**config.mk**
```make
export PLATFORM = sky130hd
export DESIGN_NAME = lram_fill_ctrl
export DESIGN_NICKNAME = d
export VERILOG_FILES = /design/src/rtl/x68_vid_pkg.sv /design/src/rtl/lram_fill_ctrl.sv
export SDC_FILE = /design/constraint.sdc
export NUM_CORES = 1
export LEC_CHECK = 0
export ABC_AREA = 1
export CORE_ASPECT_RATIO = 1.1
export CORE_UTILIZATION = 54
export CTS_CLUSTER_DIAMETER = 100
export DETAILED_ROUTE_END_ITERATION = 8
export PLACE_DENSITY = 0.81
export SYNTH_ARGS = -nofsm -noshare
export SYNTH_HDL_FRONTEND = slang
export SYNTH_SLANG_ARGS = --single-unit
```
**constraint.sdc**
```tcl
create_clock -name gclk -period 3.3 [get_ports gclk]
set_input_delay 0.33 -clock gclk [delete_from_list [all_inputs] [get_ports gclk]]
set_output_delay 0.33 -clock gclk [all_outputs]
set_load 0.02 [all_outputs]
```
**src/rtl/x68_vid_pkg.sv**
```systemverilog
// Shared types for the X68000 video path.
// Line-buffer geometry and fill scheduler state encoding.
package x68_vid_pkg;

  localparam int LRAM_AW = 10;

  typedef enum logic [1:0] {
    FILL_IDLE,
    FILL_REQ,
    FILL_DATA
  } fill_state_t;

endpackage

```
**src/rtl/lram_fill_ctrl.sv**
```systemverilog
// Line-buffer fill scheduler: fetches one visible line from VRAM in
// fixed bursts and writes it into the idle half of the line RAM.
module lram_fill_ctrl
  import x68_vid_pkg::*;
#(
  parameter int BURST = 8,
  parameter int VAW   = 19,
  parameter int LAW   = LRAM_AW
) (
  input  logic           gclk,
  input  logic           rstn,
  input  logic           hcomp,
  input  logic           vcomp,
  input  logic           vpstart,
  input  logic           vrtc,
  input  logic           lramsel,
  input  logic [7:0]     hvis,
  input  logic [VAW-1:0] base_adr,
  input  logic [VAW-1:0] stride,
  output logic           vr_req,
  output logic [VAW-1:0] vr_adr,
  input  logic           vr_ack,
  input  logic           vr_rvalid,
  input  logic [15:0]    vr_rdat,
  output logic           lw_en,
  output logic           lw_bank,
  output logic [LAW-1:0] lw_adr,
  output logic [15:0]    lw_dat,
  output logic           busy,
  output logic           underrun
);

  localparam int BW = (BURST > 1) ? $clog2(BURST) : 1;
  localparam int PW = LAW + 1;
  localparam logic [PW-1:0] PMAX = PW'(1) << LAW;

  fill_state_t    r_state;
  logic [VAW-1:0] r_row;
  logic [VAW-1:0] r_stride;
  logic [VAW-1:0] r_vr_adr;
  logic [PW-1:0]  r_pix;
  logic [PW-1:0]  r_npix;
  logic [BW-1:0]  r_beat;
  logic           r_wbank;
  logic           r_pend;
  logic           r_stop;
  logic           r_sup;
  logic           r_underrun;
  logic           r_vr_req;
  logic           r_lw_en;
  logic           r_lw_bank;
  logic [LAW-1:0] r_lw_adr;
  logic [15:0]    r_lw_dat;

  logic [10:0]    w_hpx;
  logic [PW-1:0]  w_npix;
  logic [PW-1:0]  w_npix_eff;
  logic [PW-1:0]  w_lead;
  logic [PW-1:0]  w_pix_nx;
  logic [VAW-1:0] w_row;
  logic           w_bank;
  logic           w_start;
  logic           w_busy;
  logic           w_bstart;
  logic           w_beat;
  logic           w_last;
  logic           w_done;
  logic           w_pend;
  logic           w_stop;
  logic           w_sup;
  logic           w_wr;

  // Visible width in pixels, clamped to one line-RAM bank.
  assign w_hpx  = {hvis, 3'b000};
  assign w_npix = ({21'd0, w_hpx} > 32'(PMAX)) ? PMAX : PW'(w_hpx);

  assign w_start  = hcomp & (vpstart | vrtc);
  assign w_busy   = r_state != FILL_IDLE;
  assign w_bstart = w_start & w_busy;

  assign w_row = !w_start ? r_row :
                 vpstart  ? base_adr :
                            r_row + r_stride;

  assign w_bank     = w_start ? lramsel : r_wbank;
  assign w_npix_eff = w_start ? w_npix : r_npix;

  assign w_beat   = (r_state == FILL_DATA) & vr_rvalid;
  assign w_last   = w_beat & (r_beat == BW'(BURST - 1));
  assign w_lead   = r_pix + PW'(r_beat);
  assign w_pix_nx = r_pix + PW'(BURST);
  assign w_done   = w_pix_nx >= r_npix;

  // A start during a fill abandons the current line; a later start
  // overrides an earlier pending one, and a frame end cancels both.
  assign w_pend = w_bstart | (r_pend & ~vcomp);
  assign w_stop = ~w_bstart & (r_stop | vcomp);
  assign w_sup  = w_bstart | r_sup | vcomp;
  assign w_wr   = w_beat & ~w_sup & (w_lead < r_npix);

  always_ff @(posedge gclk or negedge rstn) begin
    if (!rstn) begin
      r_state    <= FILL_IDLE;
      r_row      <= '0;
      r_stride   <= '0;
      r_vr_adr   <= '0;
      r_pix      <= '0;
      r_npix     <= '0;
      r_beat     <= '0;
      r_wbank    <= 1'b0;
      r_pend     <= 1'b0;
      r_stop     <= 1'b0;
      r_sup      <= 1'b0;
      r_underrun <= 1'b0;
      r_vr_req   <= 1'b0;
      r_lw_en    <= 1'b0;
      r_lw_bank  <= 1'b0;
      r_lw_adr   <= '0;
      r_lw_dat   <= '0;
    end else begin
      r_row   <= w_row;
      r_wbank <= w_bank;
      r_npix  <= w_npix_eff;
      if (w_start && vpstart)
        r_stride <= stride;

      if (w_bstart)
        r_underrun <= 1'b1;
      else if (vcomp)
        r_underrun <= 1'b0;

      r_lw_en <= w_wr;
      if (w_beat) begin
        r_lw_bank <= r_wbank;
        r_lw_adr  <= w_lead[LAW-1:0];
        r_lw_dat  <= vr_rdat;
      end

      unique case (r_state)
        FILL_IDLE: begin
          r_pend <= 1'b0;
          r_stop <= 1'b0;
          r_sup  <= 1'b0;
          if (w_start && w_npix != '0) begin
            r_state  <= FILL_REQ;
            r_vr_req <= 1'b1;
            r_vr_adr <= w_row;
            r_pix    <= '0;
          end
        end
        FILL_REQ: begin
          r_pend <= w_pend;
          r_stop <= w_stop;
          r_sup  <= w_sup;
          if (vr_ack) begin
            r_state  <= FILL_DATA;
            r_vr_req <= 1'b0;
            r_beat   <= '0;
          end
        end
        FILL_DATA: begin
          r_pend <= w_pend;
          r_stop <= w_stop;
          r_sup  <= w_sup;
          if (w_beat)
            r_beat <= r_beat + BW'(1);
          if (w_last) begin
            if (w_pend && w_npix_eff != '0) begin
              r_state  <= FILL_REQ;
              r_vr_req <= 1'b1;
              r_vr_adr <= w_row;
              r_pix    <= '0;
              r_pend   <= 1'b0;
              r_stop   <= 1'b0;
              r_sup    <= 1'b0;
            end else if (w_pend || w_stop || w_done) begin
              r_state <= FILL_IDLE;
              r_pend  <= 1'b0;
              r_stop  <= 1'b0;
              r_sup   <= 1'b0;
            end else begin
              r_state  <= FILL_REQ;
              r_vr_req <= 1'b1;
              r_vr_adr <= r_row + VAW'(w_pix_nx);
              r_pix    <= w_pix_nx;
            end
          end
        end
        default: r_state <= FILL_IDLE;
      endcase
    end
  end

  assign vr_req   = r_vr_req;
  assign vr_adr   = r_vr_adr;
  assign lw_en    = r_lw_en;
  assign lw_bank  = r_lw_bank;
  assign lw_adr   = r_lw_adr;
  assign lw_dat   = r_lw_dat;
  assign busy     = w_busy;
  assign underrun = r_underrun;

endmodule

```
==> metrics <==
status finished clean; crit start category register; gpl congestion between 0.8 and 0.9; n_diodes 0; clk slew on worst S/H paths 0.06 ns; port buffer count 120; critical path type reg -> reg; drt pass-1 iters 5; reg2reg end vr_adr[0]; vias per inst about 5.3; Fin. Hold Viols 0; IO Pins roughly 120; Cell Area, Synth 0.00732 mm2; Clock Tree Root clkbuf_16; Cell variety after synth 37; Die Ht 124 um; row cnt 44; max frequency about 0.32 GHz; largest net degree at the start of global routing between 60 and 70; full die area 0.0140 mm2; CTS tree yes; core area 0.0132 mm2; initial antenna violation count 0; DP HPWL between 10000 and 15000 um; synthesized net count about 1100; worst r2r path cells 14; width of the die 113 um; crit path from r_pix[3]; CTS sink cnt about 120; vias in the first global route 6352; post-synth top area share 0.393; Inserted Clock Buffers 17; dominant cells by area after synthesis dfrtp_1, nand2_1, ha_1; WL/cell roughly 14 um; Worst Clk Skew 0.00769 ns; clock period minus worst slack ~3.1 ns; # Max-Cap Violations 0; Syn Area/Cell around 7.4 um2; fin cells 1283; P&R area growth vs syn 27.0%; share of layout cells above drive strength 1 0.0597; CP max FO 18; Critical Path AT about 3.5 ns; final period utilization 0.944; Worst-Skew Late Latency roughly 0.43 ns; R2R setup slack 0.18 ns; Hold Path Origin vr_rdat[13]; # setup viols final 0; DR iter-0 viols between 400 and 500; Slew headroom 0.520; Setup TNS 0 ns; post-synth top area cell dfrtp_1; nets 1235; global route total overflow 0; Fill cells between 1000 and 1500; DP Cell Count 1250; Tightest Pin Transition a little over 0.7 ns; Synth Flop Type dfrtp_1; worst hold path cell count 3; Post-synth EDFFs 0; Pwr Density between 800 and 900 mW/mm2; via count ~6800; ANT nets after route 0; initial core utilization 0.554; Pleak between 4 and 5 nW; Max VDD drop around 380 uV; Worst R2R Start r_pix[3]; Min-Delay Endpoint lw_dat[13]; Warnings, synthesis 0; min-delay worst type in -> reg; Detailed Route WL approximately 18000 um; ys async rst share 1.00; first-pass GRT wire length roughly 30000 um; Max H-tree Level 4; DRC 0; Req. time, crit path 3.63 ns; Seq cells post-synth around 120; max-slew violation count 0; Post-Synthesis Cells around 990; gr usage total 0.273; fin util 0.703; register area share after synthesis 0.393; Longest Clk Path Bufs 2; CP Capture Type register
## worst max-delay path by stage
stage | to | slack [ns] | cells after the start
6_report | vr_adr[0] | 0.18 | 14
3_5_place_dp | vr_adr[15] | 0.19 | 15
5_1_grt | vr_adr[0] | -0.003 | 14
3_3_place_gp | vr_adr[16] | 0.36 | 14
4_1_cts | vr_adr[8] | 0.12 | 14
2_1_floorplan | vr_adr[11] | 0.76 | 16
## cells in the final DEF, fill, tap and decap left out, types with 3 or more instances in the layout
cell / instances
a21o_1: 3
nor2_1: 56
ha_1: 54
o21ai_0: 58
xnor2_1: 8
o21bai_1: 5
o21ai_1: 10
mux2_2: 18
nand3_1: 68
nand2_4: 3
bufinv_16: 5
nor3_1: 10
clkinv_4: 3
nand3b_1: 5
o211ai_1: 3
clkinvlp_4: 3
inv_1: 144
clkbuf_16: 17
a21oi_1: 44
clkdlybuf4s50_1: 119
nand4_1: 10
dfrtp_1: 115
nand2_1: 321
buf_4: 10
xor2_1: 7
## sequential cells by signal (all words and copies together), names as in the netlist, 2 cells and up
register	cells
lw_dat	16
r_row	19
r_npix	11
r_stride	19
r_pix	8
vr_adr	19
r_beat	3
lw_adr	10
r_state	2
## cells by family after synthesis
| logic type | after synthesis | synth area share |
|---|---|---|
| AOI/OAI and AO/OA | 132 | 0.0975 |
| xor gates and xnor gates | 16 | 0.0191 |
| adders and majority gates | 55 | 0.0951 |
| buffers and inverters | 178 | 0.0990 |
| DFF | 115 | 0.393 |
| muxes | 18 | 0.0277 |
| other | 1 | 0.000512 |
| and+or+nand+nor | 476 | 0.268 |
## critical path: stages (launching register included)
cell	delay, ns
dfrtp_1	0.40
inv_1	0.16
nor3_1	0.30
nand3_1	0.16
xor2_2	0.26
ha_1	0.30
a21oi_1	0.16
o21a_1	0.14
nand2_1	0.05
a21oi_1	0.19
nand3_1	0.18
nand3_2	0.15
nand2_4	0.12
buf_4	0.23
o21ai_0	0.21
## synth_stat cells, types with 3 or more instances
cell	number
dfrtp_1	115
o21ai_1	9
ha_1	54
nand4_1	10
inv_1	144
buf_6	6
xnor2_1	8
o211ai_1	3
clkbuf_1	19
nand3_1	68
a21o_1	3
nor2_1	56
nor3_1	10
a21oi_1	44
nand2_1	321
xor2_1	8
nand3b_1	5
o21bai_1	5
buf_2	6
mux2_2	18
o21ai_0	59
## power by group
group / leakage (nW) / internal (mW) / switching, mW
registers: 1.44 / 1.82 / 0.306
logic: 3.14 / 1.36 / 2.06
clock network: 0.303 / 1.34 / 0.668
total: 4.89 / 4.51 / 3.03
## through the flow
| step | total power [mW] | worst slack (ns) | cell area [um2] | hold WS, ns |
|---|---|---|---|---|
| floorplan | 4.36 | 0.761 | 7320 | 0.0344 |
| global route | 8.06 | -0.00258 | 9290 | 0.454 |
| detailed placement | 5.49 | 0.191 | 8630 | 0.419 |
| global placement | 5.40 | 0.364 | 8630 | 0.412 |
| finish | 7.54 | 0.184 | 9290 | 0.442 |
| CTS | 7.54 | 0.118 | 9280 | 0.437 |
## per-layer routing
metal | share of wire | vias up | global-route usage
li1 | - | 3401 | -
met1 | 0.42 | 3136 | 0.319
met2 | 0.51 | 227 | 0.495
met3 | 0.046 | 43 | 0.0516
met4 | 0.021 | 0 | 0.110
met5 | 0 | - | 0
## cell type report
class	instances	area (um2)	share of cell area
multi-input combinational	698	3730	0.401
sequential	115	2880	0.310
timing repair buffer	131	1300	0.139
inverter	146	548	0.0590
clock buffer	19	433	0.0466
clock inverter	13	209	0.0225
tap	161	201	0.0217
## repair_timing
item	in CTS	in global routing
buffers inserted	0	0
hold buffers	1	0
hold endpoints to repair	52	0
endpoints found under the setup margin	0	26
gates resized for setup	0	3
No activity file was read; power rests on OpenSTA's default activity.
==> variant 1, RTL diff (config.mk and constraints unchanged) <==
`r_npix` no longer has a reset.
--- a/src/rtl/lram_fill_ctrl.sv
+++ b/src/rtl/lram_fill_ctrl.sv
@@ -106,5 +106,4 @@
       r_vr_adr   <= '0;
       r_pix      <= '0;
-      r_npix     <= '0;
       r_beat     <= '0;
       r_wbank    <= 1'b0;
@@ -121,5 +120,4 @@
       r_row   <= w_row;
       r_wbank <= w_bank;
-      r_npix  <= w_npix_eff;
       if (w_start && vpstart)
         r_stride <= stride;
@@ -192,4 +190,8 @@
   end
 
+  always_ff @(posedge gclk) begin
+    r_npix <= w_npix_eff;
+  end
+
   assign vr_req   = r_vr_req;
   assign vr_adr   = r_vr_adr;
Function: same outputs for any inputs over 4 cycles, from zero or initial values and one cycle with rstn low; that may be too few to reach the edited logic, so the function may still have changed.
==> variant 1 against the unedited design <==
  * Sequential cell count did not move
  * Worst setup slack improved by 0.10 ns
  * Hold slack got worse by 0.0036 ns
  * Utilization fell by 0.61 points
  * Power fell by 3.0%
  * Critical path depth rose by 1
  * Area after synthesis fell by 0.75%
  * Routed wire length rose by 1.6%
  * Via count rose by 0.16%
  * Sequential share of layout area fell by 0.20 points
  * Design area fell by 1.3%
  * Critical path type unchanged
==> variant 1: results (changes against the unedited design) <==
grt.total_usage: 0.2829  # was 0.2726
m1WireLength_um: 8260  # was 7771 um
ir_drop_uv: 450.8  # was 381.6 uV
io_buffers: 120  # unchanged
synth.area.top_cells: "sky130_fd_sc_hd__dfrtp_1 36%, sky130_fd_sc_hd__nand2_1 17%, sky130_fd_sc_hd__ha_1 9.3%"  # was sky130_fd_sc_hd__dfrtp_1 39%, sky130_fd_sc_hd__nand2_1 16%, sky130_fd_sc_hd__ha_1 9.2%
multiInputGateArea_sq_mm: 0.003734  # was 0.003729 sq mm
static-leakage-power_uw: 0.004792  # was 0.004887 uW
synth_sequential_area_ratio: 0.3886  # was 0.3932
placement.setup.worst_slack_ns: 0.1597  # was 0.1911 ns
detailedRoute.firstIterationViolations: 457  # was 472
use_met2: 0.4830  # was 0.4954
synth.top_cells.by_count: "321 x sky130_fd_sc_hd__nand2_1, 144 x sky130_fd_sc_hd__inv_1, 104 x sky130_fd_sc_hd__dfrtp_1"  # was 321 x sky130_fd_sc_hd__nand2_1, 144 x sky130_fd_sc_hd__inv_1, 115 x sky130_fd_sc_hd__dfrtp_1
grt.met3_usage: 0.05645  # was 0.05158
pwr-share-clk: 0.242  # was 0.266
route.met3.wl_um: 975  # was 847 um
relSlewSlack: 0.4933  # was 0.5204
via_count: 6818  # was 6807
run_status: "completed"  # unchanged
layout.filler_cells: 1087  # was 1067
worstHoldStart: "vr_rdat[1]"  # was vr_rdat[13]
power.total_uw: 7318  # was 7545 uW
post_drt_wl_per_cell_um: 14.54  # was 14.31 um
place_congestion: 0.9748  # was 0.8915
finClkSkew_ns: 0.006609  # was 0.007692 ns
drtPass1Iterations: 5  # unchanged
via_count_of_the_first_global_routing_pass: 6441  # was 6352
syn_area_per_cell_sq_um: 7.329  # was 7.385 sq um
post_dp_cell_area_sq_mm: 0.008574  # was 0.008630 sq mm
ys_async_sr_fraction: 0.9043  # was 1.000
p_switching_uw: 3038  # was 3035 uW
grt_util_met1: 0.3563  # was 0.3193
drive_gt1_frac: 0.06061  # was 0.05971
place_hpwl_um: 13830  # was 13700 um
grt_max_degree: 63  # was 64
sequentialPowerShare: 0.290  # was 0.282
netlist-cell-type-count: 38  # was 37
==> variant 1: cell count changes in the layout (fill, tap and decap cells not counted) <==
| cell | before | now |
|---|---|---|
| sky130_fd_sc_hd__bufinv_16 | 5 | 2 |
| sky130_fd_sc_hd__clkinv_2 | 2 | 3 |
| sky130_fd_sc_hd__clkinv_4 | 3 | 2 |
| sky130_fd_sc_hd__clkinvlp_4 | 3 | 6 |
| sky130_fd_sc_hd__dfrtp_1 | 115 | 104 |
| sky130_fd_sc_hd__dfxtp_1 | 0 | 11 |
| sky130_fd_sc_hd__inv_2 | 2 | 1 |
| sky130_fd_sc_hd__inv_4 | 0 | 1 |
| sky130_fd_sc_hd__nor3_1 | 10 | 9 |
| sky130_fd_sc_hd__nor3_2 | 1 | 2 |
==> variant 1: area by class of cell <==
| cell class | count | share of cell area |
|---|---|---|
| flip-flops and latches | 115 | 0.3077 |
| inverters | 146 | 0.06000 |
| repair buffers | 131 | 0.1413 |
| multi-input cells | 698 | 0.4069 |
| clock buffers | 19 | 0.04718 |
| clock inverters | 13 | 0.01500 |
| well taps | 161 | 0.02196 |
==> variant 1: worst max-delay path, stage by stage, from the launching register on <==
cell	delay (ns)
sky130_fd_sc_hd__dfrtp_1	0.37
sky130_fd_sc_hd__inv_1	0.14
sky130_fd_sc_hd__nor3_2	0.25
sky130_fd_sc_hd__nand3_1	0.14
sky130_fd_sc_hd__xor2_2	0.22
sky130_fd_sc_hd__ha_1	0.29
sky130_fd_sc_hd__a21oi_1	0.19
sky130_fd_sc_hd__o21a_1	0.17
sky130_fd_sc_hd__nand2_1	0.07
sky130_fd_sc_hd__a21oi_1	0.20
sky130_fd_sc_hd__nand3_1	0.17
sky130_fd_sc_hd__nand3_2	0.15
sky130_fd_sc_hd__nand2_4	0.14
sky130_fd_sc_hd__buf_4	0.23
sky130_fd_sc_hd__nand2_1	0.07
sky130_fd_sc_hd__o21ai_1	0.07
==> variant 1: final timing paths <==
check | end | slack [ns] | cells after the start
max | vr_adr[1] | 0.28 | 15
min | lw_dat[1] | 0.44 | 3
max reg2reg | vr_adr[1] | 0.28 | 15
min reg2reg | lw_dat[10] | 0.48 | 2
max in group asynchronous | r_wbank | 2.11 | 3
min in group asynchronous | r_stride[2] | 0.45 | 2
==> variant 1: cells by family after synthesis <==
logic type | synth area share
AO/OA/AOI/OAI | 0.09819
XOR/XNOR | 0.01929
adder cells (fa/ha/maj) | 0.09578
buffers and inverters | 0.09974
flip-flops | 0.3886
multiplexers | 0.02791
other | 0.0005163
AND/OR/NAND/NOR | 0.2699
==> variant 1: repair_timing <==
item                       in CTS  in global routing
resized for setup               0                  6
hold endpoints to repair       42                  0
setup buffers                   0                  0
hold buffers                    1                  0
setup endpoints to repair       0                 26
==> variant 2, RTL diff (same settings) <==
Made on the original files. Set the parameter `BURST` to 16 (it was 8).
--- a/src/rtl/lram_fill_ctrl.sv
+++ b/src/rtl/lram_fill_ctrl.sv
@@ -4,5 +4,5 @@
   import x68_vid_pkg::*;
 #(
-  parameter int BURST = 8,
+  parameter int BURST = 16,
   parameter int VAW   = 19,
   parameter int LAW   = LRAM_AW
Check against the original RTL: no difference found for any inputs over 4 cycles, from zero or initial values and one cycle with rstn low; that may be too few to reach the edited logic, so the function may still have changed.
==> variant 2 against the unedited design <==
  * Combinational power hardly changed
  * Design area is 0.94% lower
  * Non-clock buffer count is 2 higher
  * Hold slack worse by 0.0080 ns
  * Area after synthesis is 0.92% lower
  * Largest cell class unchanged
  * Worst setup slack better by 0.21 ns
  * Clock skew is 0.0049 ns higher
  * Via count is 0.26% higher
  * Routed wire length is 1.5% lower
  * Sequential cell count stayed put
  * Power is 1.8% lower
  * Synthesized cell count is 0.71% lower
  * Critical path depth stayed put
==> variant 2: results (changes against the unedited design) <==
run_status: "completed"  # unchanged
power_density_mw_per_mm2: 805.0  # was 811.8 mW/mm^2
netlist-cell-type-count: 42  # was 37
grt_max_degree: 70  # was 64
via_count_of_the_first_global_routing_pass: 6298  # was 6352
relSlewSlack: 0.4972  # was 0.5204
finalNetCount: 1228  # was 1235
syn_area_per_cell_sq_um: 7.369  # was 7.385 sq um
detail_route.vias_per_cell: 5.332  # was 5.306
detailroute.wirelength.met2_um: 8493  # was 9356 um
synth_xor_xnor_area_share: 0.01570  # was 0.01915
proportion_of_total_power_due_to_net_switching: 0.4169  # was 0.4022
place_hpwl_um: 13370  # was 13700 um
synth.net_count: 1106  # was 1117
post_dp_cell_area_sq_mm: 0.008602  # was 0.008630 sq mm
ir_drop_uv: 565.0  # was 381.6 uV
grt.total_usage: 0.2751  # was 0.2726
place_congestion: 0.9188  # was 0.8915
synth-compound-area-share: 0.08594  # was 0.09745
static-leakage-power_uw: 0.004748  # was 0.004887 uW
placement.setup.worst_slack_ns: 0.4204  # was 0.1911 ns
grt.met3_usage: 0.05784  # was 0.05158
synth.top_cells.by_count: "332 x sky130_fd_sc_hd__nand2_1, 128 x sky130_fd_sc_hd__inv_1, 115 x sky130_fd_sc_hd__dfrtp_1"  # was 321 x sky130_fd_sc_hd__nand2_1, 144 x sky130_fd_sc_hd__inv_1, 115 x sky130_fd_sc_hd__dfrtp_1
comb_cell_power_uw: 3410  # was 3420 uW
detailedRoute.firstIterationViolations: 556  # was 472
p_clk_uw: 1870  # was 2000 uW
use_met2: 0.4437  # was 0.4954
worst_ep_arrival_time_ns: 3.28  # was 3.45 ns
synth_sequential_area_ratio: 0.3969  # was 0.3932
route.met3.wl_um: 1112  # was 847 um
via_count: 6825  # was 6807
==> variant 2: cells by family after synthesis <==
kind of cell	count (synthesis)
AOI/OAI and AO/OA	115
other	1
adders and majority gates	51
DFF	115
muxes	19
xor gates and xnor gates	13
and+or+nand+nor	509
buffers and inverters	161
==> variant 2: cell type report <==
type | count | area, sq um | area share
multi-input cells | 708 | 3730 | 0.4051
flip-flops and latches | 115 | 2878 | 0.3126
repair buffers | 133 | 1311 | 0.1424
inverters | 131 | 491.7 | 0.05341
clock buffers | 18 | 429.2 | 0.04662
well taps | 161 | 201.4 | 0.02188
clock inverters | 14 | 165.2 | 0.01794
==> variant 2: final timing paths <==
check                                to  slack [ns]  cells after the start       start
setup / recovery             vr_adr[13]        0.39                     14    r_pix[7]
hold / removal                lw_dat[5]        0.43                      3  vr_rdat[5]
setup reg to reg             vr_adr[13]        0.39                     14    r_pix[7]
max in group asynchronous  r_stride[12]        2.06                      3        rstn
min in group asynchronous      underrun        0.46                      2        rstn
hold reg to reg                  r_stop        0.47                      2      r_stop
